## src/rtl/riscv_mem_pkg.sv

```systemverilog
// Shared types and constants for the instruction/data memory port arbiter.
package riscv_mem_pkg;

  localparam int unsigned DATA_W   = 32;
  localparam int unsigned LAT_W    = 3;
  localparam int unsigned STARVE_W = 4;

  typedef enum logic {
    IDLE = 1'b0,
    WAIT = 1'b1
  } arb_state_e;

  typedef enum logic {
    OWN_IF = 1'b0,
    OWN_D  = 1'b1
  } owner_e;

endpackage

```

## src/rtl/arb_lat_tracker.sv

```systemverilog
// Read-latency down-counter with owner tag; done marks the cycle read data is valid.
module arb_lat_tracker
  import riscv_mem_pkg::*;
#(
  parameter int unsigned RD_LAT = 1
) (
  input  logic   clk,
  input  logic   rst,
  input  logic   load,
  input  owner_e load_owner,
  output logic   done,
  output owner_e owner,
  output logic   busy
);

  logic [LAT_W-1:0] cnt;

  // A load in the done cycle overrides the final decrement (back-to-back reads).
  always_ff @(posedge clk) begin
    if (rst) begin
      cnt   <= '0;
      owner <= OWN_IF;
    end else if (load) begin
      cnt   <= LAT_W'(RD_LAT);
      owner <= load_owner;
    end else if (cnt != '0) begin
      cnt <= cnt - LAT_W'(1);
    end
  end

  assign done = !rst && (cnt == LAT_W'(1));
  assign busy = !rst && (cnt > LAT_W'(1));

endmodule

```

## src/rtl/mem_port_arbiter.sv

```systemverilog
// Fetch/data arbiter for a shared single-port block RAM with one outstanding read.
// Optional fetch starvation guard: define ARB_STARVE_GUARD_EN.
module mem_port_arbiter
  import riscv_mem_pkg::*;
#(
  parameter int unsigned ADDR_W   = 12,
  parameter int unsigned RD_LAT   = 1,
  parameter int unsigned MAX_WAIT = 4
) (
  input  logic              clk,
  input  logic              rst,
  input  logic              if_req,
  input  logic [ADDR_W-1:0] if_addr,
  output logic              if_gnt,
  output logic              if_rvalid,
  output logic [DATA_W-1:0] if_rdata,
  input  logic              d_req,
  input  logic              d_we,
  input  logic [3:0]        d_be,
  input  logic [ADDR_W-1:0] d_addr,
  input  logic [DATA_W-1:0] d_wdata,
  output logic              d_gnt,
  output logic              d_rvalid,
  output logic [DATA_W-1:0] d_rdata,
  output logic              mem_en,
  output logic [3:0]        mem_we,
  output logic [ADDR_W-1:0] mem_addr,
  output logic [DATA_W-1:0] mem_wdata,
  input  logic [DATA_W-1:0] mem_rdata,
  output logic              busy
);

  if (RD_LAT < 1 || RD_LAT > 4 || MAX_WAIT < 1 || MAX_WAIT > 15) begin : g_cfg_err
    $error("mem_port_arbiter: RD_LAT or MAX_WAIT out of range");
  end

  arb_state_e state;
  logic       grant_ok;
  logic       promote;
  logic       rd_load;
  owner_e     rd_owner;
  logic       lat_done;
  logic       lat_busy;
  owner_e     lat_owner;

  // The done cycle behaves as IDLE so a new grant can follow immediately.
  assign grant_ok = !rst && ((state == IDLE) || lat_done);

`ifdef ARB_STARVE_GUARD_EN
  logic [STARVE_W-1:0] starve_cnt;

  always_ff @(posedge clk) begin
    if (rst) begin
      starve_cnt <= '0;
    end else if (if_req && !if_gnt) begin
      if (starve_cnt != '1) starve_cnt <= starve_cnt + STARVE_W'(1);
    end else begin
      starve_cnt <= '0;
    end
  end

  assign promote = if_req && (starve_cnt == STARVE_W'(MAX_WAIT));
`else
  assign promote = 1'b0;
`endif

  // Grant selection and RAM drive; everything zero when nobody wins.
  always_comb begin
    d_gnt     = 1'b0;
    if_gnt    = 1'b0;
    mem_en    = 1'b0;
    mem_we    = 4'b0000;
    mem_addr  = '0;
    mem_wdata = '0;
    rd_load   = 1'b0;
    rd_owner  = OWN_IF;
    if (grant_ok && d_req && !promote) begin
      d_gnt     = 1'b1;
      mem_en    = 1'b1;
      mem_we    = {4{d_we}} & d_be;
      mem_addr  = d_addr;
      mem_wdata = d_wdata;
      rd_load   = !d_we;
      rd_owner  = OWN_D;
    end else if (grant_ok && if_req) begin
      if_gnt   = 1'b1;
      mem_en   = 1'b1;
      mem_addr = if_addr;
      rd_load  = 1'b1;
    end
  end

  always_ff @(posedge clk) begin
    if (rst) begin
      state <= IDLE;
    end else begin
      case (state)
        IDLE:    if (rd_load) state <= WAIT;
        WAIT:    if (lat_done && !rd_load) state <= IDLE;
        default: state <= IDLE;
      endcase
    end
  end

  arb_lat_tracker #(
    .RD_LAT (RD_LAT)
  ) u_lat (
    .clk        (clk),
    .rst        (rst),
    .load       (rd_load),
    .load_owner (rd_owner),
    .done       (lat_done),
    .owner      (lat_owner),
    .busy       (lat_busy)
  );

  assign if_rvalid = lat_done && (lat_owner == OWN_IF);
  assign d_rvalid  = lat_done && (lat_owner == OWN_D);
  assign if_rdata  = if_rvalid ? mem_rdata : '0;
  assign d_rdata   = d_rvalid ? mem_rdata : '0;
  assign busy      = lat_busy;

endmodule

```

## config.mk

```make
export PLATFORM = sky130hd
export DESIGN_NAME = mem_port_arbiter
export DESIGN_NICKNAME = d
export VERILOG_FILES = /design/src/rtl/riscv_mem_pkg.sv /design/src/rtl/arb_lat_tracker.sv /design/src/rtl/mem_port_arbiter.sv
export SDC_FILE = /design/constraint.sdc
export NUM_CORES = 1
export LEC_CHECK = 0
export CORE_AREA = 2 2 83 85
export CTS_CLUSTER_DIAMETER = 150
export DETAILED_ROUTE_END_ITERATION = 10
export DIE_AREA = 0 0 85 87
export GPL_ROUTABILITY_DRIVEN = 1
export PLACE_DENSITY = 0.78
export SYNTH_ARGS = -nofsm -noshare
export SYNTH_HDL_FRONTEND = slang
export SYNTH_SLANG_ARGS = --single-unit
```

## constraint.sdc

```tcl
create_clock -name clk -period 2.3 [get_ports clk]
set_input_delay 0.46 -clock clk [delete_from_list [all_inputs] [get_ports clk]]
set_output_delay 0.46 -clock clk [all_outputs]
set_load 0.005 [all_outputs]
```

[Yosys cells after proc, flatten, opt, wreduce, memory -nomap -nowiden]
Index checks and enable logic that the tools add are counted.
Storage, ports and cells
  register bits after elaboration: 5
  latch bits: 0
  bits in writable memories: 0
  bits in read-only memories: 0
  bits of input ports: 97
  memories kept: 0
Operators by class
  add/subtract/negate cells: 1
  $mul: 0
  div/mod/pow operators: 0
  $lt $le $gt $ge: 1
  eq/ne operators: 1
  shifts and indexed selects: 0
  multiplexer cells: 16
  bitwise logic cells: 3
  reduce and logical (&&, ||, !) cells: 15
Operators with widths (number)
  $mux W32: 3
  $mux W12: 2
  $mux W1: 9
  $logic_and A1 B1 Y1: 8
  $and A4 B4 Y4: 1
  $mux W4: 1
  $eq A3 B1 Y1 const B: 1
  $gt A3 B1 Y1 const B: 1
  $logic_not A1 Y1: 3
  $reduce_bool A3 Y1: 1
  $sub A3 B1 Y3 const B: 1
  $not A1 Y1: 2
  $pmux W1 S2: 1
  $reduce_bool A2 Y1: 1
  $reduce_or A2 Y1: 1
  $logic_or A1 B1 Y1: 1

[Depth between registers and ports, before layout]
  depth in word-level cells: 11
  mapped depth: 8
  gate-level depth less buffers: 5

[Cells and area by module]
A second synthesis with hierarchy kept.
Second synthesis, totals
  cells, all modules: 190
  area total of the unflattened synthesis: 1223.7 µm²
By module, submodules not included
  mem_port_arbiter: times used 1, cells an instance 166, area an instance 980.9 µm², seq. area each 20.0 µm²
  arb_lat_tracker: times used 1, cells an instance 24, area an instance 242.7 µm², seq. area each 80.1 µm²

[Worst setup path before layout]
OpenSTA, ideal clock, no wires.
  path kind: register -> output
  from: register u_lat.cnt[1]
  to: output mem_addr[10]
  arrival time: 1.519 ns
  setup slack: 0.321 ns
  stages on the path, launching flop included: 8
  path buffers: 2
  cell sequence: dfxtp_1 > inv_1 > ha_1 > nand2b_4 > buf_6 > a2111oi_4 > buf_6 > a22o_1
On the way
  word-level cells in the longest chain between the ends: 7
Ends and longest elaborated chain
  from (decl): RTL line arb_lat_tracker.sv:16  | logic [LAT_W-1:0] cnt;
  from (signal assigned): RTL line arb_lat_tracker.sv:24  | cnt <= LAT_W'(RD_LAT);
  from (signal assigned): RTL line arb_lat_tracker.sv:27  | cnt <= cnt - LAT_W'(1);
  $eq A3 B1 Y1 (*): RTL line arb_lat_tracker.sv:31  | assign done = !rst && (cnt == LAT_W'(1));
  $logic_and A1 B1 Y1 (*): RTL line arb_lat_tracker.sv:31
  $logic_or A1 B1 Y1 (*): RTL line mem_port_arbiter.sv:47  | assign grant_ok = !rst && ((state == IDLE) || lat_done);
  $logic_and A1 B1 Y1 (*): RTL line mem_port_arbiter.sv:47
  $logic_and A1 B1 Y1: RTL line mem_port_arbiter.sv:85  | end else if (grant_ok && if_req) begin
  $mux W12: RTL line mem_port_arbiter.sv:85
  $mux W12 (*): RTL line mem_port_arbiter.sv:77  | if (grant_ok && d_req && !promote) begin
  to (decl): RTL line mem_port_arbiter.sv:27  | output logic [ADDR_W-1:0] mem_addr,
Every way passes the cells marked *; elsewhere a longest branch is shown, timed or not.

[Worst setup path after layout]
  from: register u_lat.cnt[1]
  to: output mem_addr[7]
The elaborated chain is that of the path after synthesis.

==> results_tabular.tex <==
\begin{tabular}{lr}
\hline
Metric & Value \\
\hline
\multicolumn{2}{l}{\textbf{Clocking}} \\
Total of hold buffers inserted after clock tree synthesis & 0 \\
Inserted Clock Buffers & 3 \\
Buffer levels on the longest clock path & 2 \\
Total number of clock tree sinks & 5 \\
Source-to-sink clock delay at the later pin of the worst-skew pair & 220 ps \\
Clock tree from TritonCTS & built \\
H-tree depth & 1 \\
Clk root buf & sky130\_fd\_sc\_hd\_\_clkbuf\_8 \\
Clock Pin Slew Worst Setup and Hold Paths & 30 ps \\
\multicolumn{2}{l}{\textbf{STA}} \\
RSZ-0062 raised after global routing & true \\
Setup violation total in the final timing report & 1 \\
Headroom to the max-slew limit & 66.5\% \\
Period minus WS final & 2340 ps \\
Slack of the critical path & -35.3 ps \\
Final TNS setup & -35.3 ps \\
Max frequency & 428 MHz \\
Number of max-slew violations in the final report & 0 \\
Final number of hold-violating endpoints & 0 \\
Slew at the pin with the worst max-slew slack & 502 ps \\
Share of the cycle needed by the critical path after routing & 102\% \\
Worst clock skew on the final layout & 1.25 ps \\
\multicolumn{2}{l}{\textbf{Worst setup path}} \\
Nature of the critical path startpoint & flop \\
Worst setup path category & reg -> out \\
Maximum fanout along the worst path & 4 \\
Crit path arrival time & 1880 ps \\
Setup slack on the worst flop-to-flop path & 680 ps \\
Worst Reg2Reg Path Length in Cells & 9 \\
Startpoint of the lowest-slack register-to-register path & u\_lat.cnt[1]\$\_SDFFE\_PP0P\_ \\
Reg2reg end & u\_lat.owner\$\_SDFFE\_PP0P\_ \\
Critical path capture point type & primary output \\
Required arrival time at the worst endpoint & 1840 ps \\
\multicolumn{2}{l}{\textbf{Floorplanning}} \\
Row cnt & 30 \\
I/O pins & 215 \\
Core ar. & 6570 sq um \\
DIE HEIGHT & 87 microns \\
Initial Util & 17.8\% \\
Die outline area & 7400 sq um \\
Die W & 85 microns \\
\multicolumn{2}{l}{\textbf{Route}} \\
Number of vias after detailed routing & 2,113 \\
Detailed Route WL & 7880 microns \\
Number of nets with antenna violations after routing & 0 \\
Mean number of vias per cell & 4.36 \\
Average wire length per cell after detail routing & 16.2 microns \\
DRC Markers & 0 \\
Drt pass-1 iters & 4 \\
Initial drt markers & 27 \\
\multicolumn{2}{l}{\textbf{Hold path}} \\
Min-delay src & u\_lat.cnt[2]\$\_SDFFE\_PP0P\_ \\
Worst Hold Depth & 2 \\
Endpoint, Worst Hold & u\_lat.cnt[2]\$\_SDFFE\_PP0P\_ \\
Type of the tightest min-delay check & reg -> reg \\
\multicolumn{2}{l}{\textbf{Yosys}} \\
Synth top area cells & sky130\_fd\_sc\_hd\_\_and2\_1 (51\%), sky130\_fd\_sc\_hd\_\_a22o\_1 (9.0\%), sky130\_fd\_sc\_hd\_\_dfxtp\_1 (8.6\%) \\
Post-synthesis cell area & 1170 sq um \\
Total number of yosys warnings & 0 \\
Top\_reg\_cell synth & sky130\_fd\_sc\_hd\_\_dfxtp\_1 \\
Number of flip-flops and latches in the synthesized netlist & 5 \\
Area share of the largest cell type after synthesis & 51.3\% \\
Average instance area after synthesis & 7.18 sq um \\
Share of synthesized flip-flops with an asynchronous set or reset & 0\% \\
Unique masters post-synth & 29 \\
Cells after Synth & 163 \\
Cell accounting for the most synthesized area & sky130\_fd\_sc\_hd\_\_and2\_1 \\
Count of flip-flops with a built-in enable after synthesis & 0 \\
Syn Nets & 263 \\
Part of the Yosys area used for sequential elements & 8.56\% \\
\multicolumn{2}{l}{\textbf{Pwr}} \\
Worst voltage drop across the vdd grid & 312 uV \\
Power per cell area & 317 nW/um\^{}2 \\
Leakage power total & 2.05 nW \\
Total Power & 0.00116 W \\
\multicolumn{2}{l}{\textbf{Global route}} \\
GRT Residual Overflow & 0 \\
Via count of the first global-routing pass & 2,084 \\
First-pass GRT wire length & 10,500 microns \\
Maximum number of pins on one net before global-route repair & 50 \\
Antenna violations before repair & 0 \\
All-layer global routing usage & 17.7\% \\
\multicolumn{2}{l}{\textbf{Layout}} \\
Share of layout cells above drive strength 1 & 25.2\% \\
Area growth syn-to-layout & 214\% \\
Diode count & 0 \\
Commonest non-fill, non-tap cell in the layout & sky130\_fd\_sc\_hd\_\_and2\_1 \\
Nets & 506 \\
Commonest non-fill, non-tap cells in the layout & sky130\_fd\_sc\_hd\_\_and2\_1 (96), sky130\_fd\_sc\_hd\_\_clkdlybuf4s50\_1 (93), sky130\_fd\_sc\_hd\_\_dlygate4sd2\_1 (41) \\
\multicolumn{2}{l}{\textbf{Placed design}} \\
Worst-case setup slack after placement & -376 ps \\
Hpwl dp & 5390 microns \\
Final estimated routing congestion in global placement & 0.850 \\
Number of input and output port buffers inserted & 214 \\
\multicolumn{2}{l}{\textbf{Run}} \\
Maxcap violations & 0 \\
\multicolumn{2}{l}{\textbf{Status}} \\
Violations in the final reports & negative setup slack \\
Result of the run & finished, violations left \\
\hline
\end{tabular}
worst max path at each step:
stage / startpoint / to / slack [ps] / cells after the start
floorplan: u_lat.cnt[1]$_SDFFE_PP0P_ / mem_addr[10] / 320 / 7
global placement: d_req / mem_we[0] / -350 / 6
detailed placement: if_req / mem_addr[11] / -380 / 6
CTS: u_lat.cnt[1]$_SDFFE_PP0P_ / mem_we[3] / -220 / 7
global route: u_lat.cnt[1]$_SDFFE_PP0P_ / mem_addr[7] / -110 / 10
finish: u_lat.cnt[1]$_SDFFE_PP0P_ / mem_addr[7] / -40 / 10
final cells by class:
class	count	area, sq um
flip-flops and latches	5	103
repair buffers	252	2410
fillers	611	2900
clock buffers	4	45.0
well taps	80	100
multi-input cells	138	996
inverters	6	22.5
cell usage after synthesis (all sizes together) (2+ instances only):
cell	count
and2	96
a22o	12
clkbuf	8
buf	6
inv	6
dfxtp	5
and3	4
a211oi	3
ha	3
nor2	3
nor3	3
a2111oi	2
a21oi	2
nand2b	2
per-layer routing:
layer  global-route usage [%]  vias to the layer above  part of all wire [%]
li1                         -                     1016                     -
met1                     18.8                      959                    35
met2                     34.9                      131                    53
met3                     5.50                        7                    11
met4                     2.02                        0                   1.1
met5                        0                        -                     0
sequential cells by signal, summed over array words and instances (netlist names):
register and count:
u_lat.owner 1, u_lat.cnt 3, state 1
logic make-up after synthesis:
group,count (synthesis),synth area share [%]
fa+ha+maj,3,3.21
mux,1,0.856
xor+xnor,1,0.749
flops,5,8.56
compound gates,24,19.6
simple gates,109,58.6
buf+inv,20,8.45
through the flow:
step	hold slack (ps)	area, sq um	utilization (%)	instances
after floorplan	480	1170	-	163
after global placement	518	3480	53.0	456
after detailed placement	518	3480	53.0	456
after CTS	574	3580	54.5	473
after global routing	635	3670	55.9	485
final	583	3670	55.9	485
critical path: stages, from the launching register on:
cell and delay [ps]:
sky130_fd_sc_hd__dfxtp_2 310, sky130_fd_sc_hd__inv_2 70, sky130_fd_sc_hd__ha_4 150, sky130_fd_sc_hd__nand2b_4 90
sky130_fd_sc_hd__a2111oi_4 310, sky130_fd_sc_hd__buf_4 210, sky130_fd_sc_hd__buf_12 120, sky130_fd_sc_hd__buf_6 90
sky130_fd_sc_hd__buf_6 80, sky130_fd_sc_hd__a22o_1 110, sky130_fd_sc_hd__buf_2 110
what timing repair did:
action	in CTS	in global routing
pin swaps	2	7
gates cloned	3	6
setup endpoints to repair	117	46
buffers inserted	10	6
gates resized for setup	159	112
where the power goes:
group	switching [W]	internal [W]	leakage (nW)
clock	0.0000451	0.000119	0.0228
sequential	0.0000197	0.000107	0.0419
combinational	0.000329	0.000543	1.99
Power figures use the tool's default switching activity.
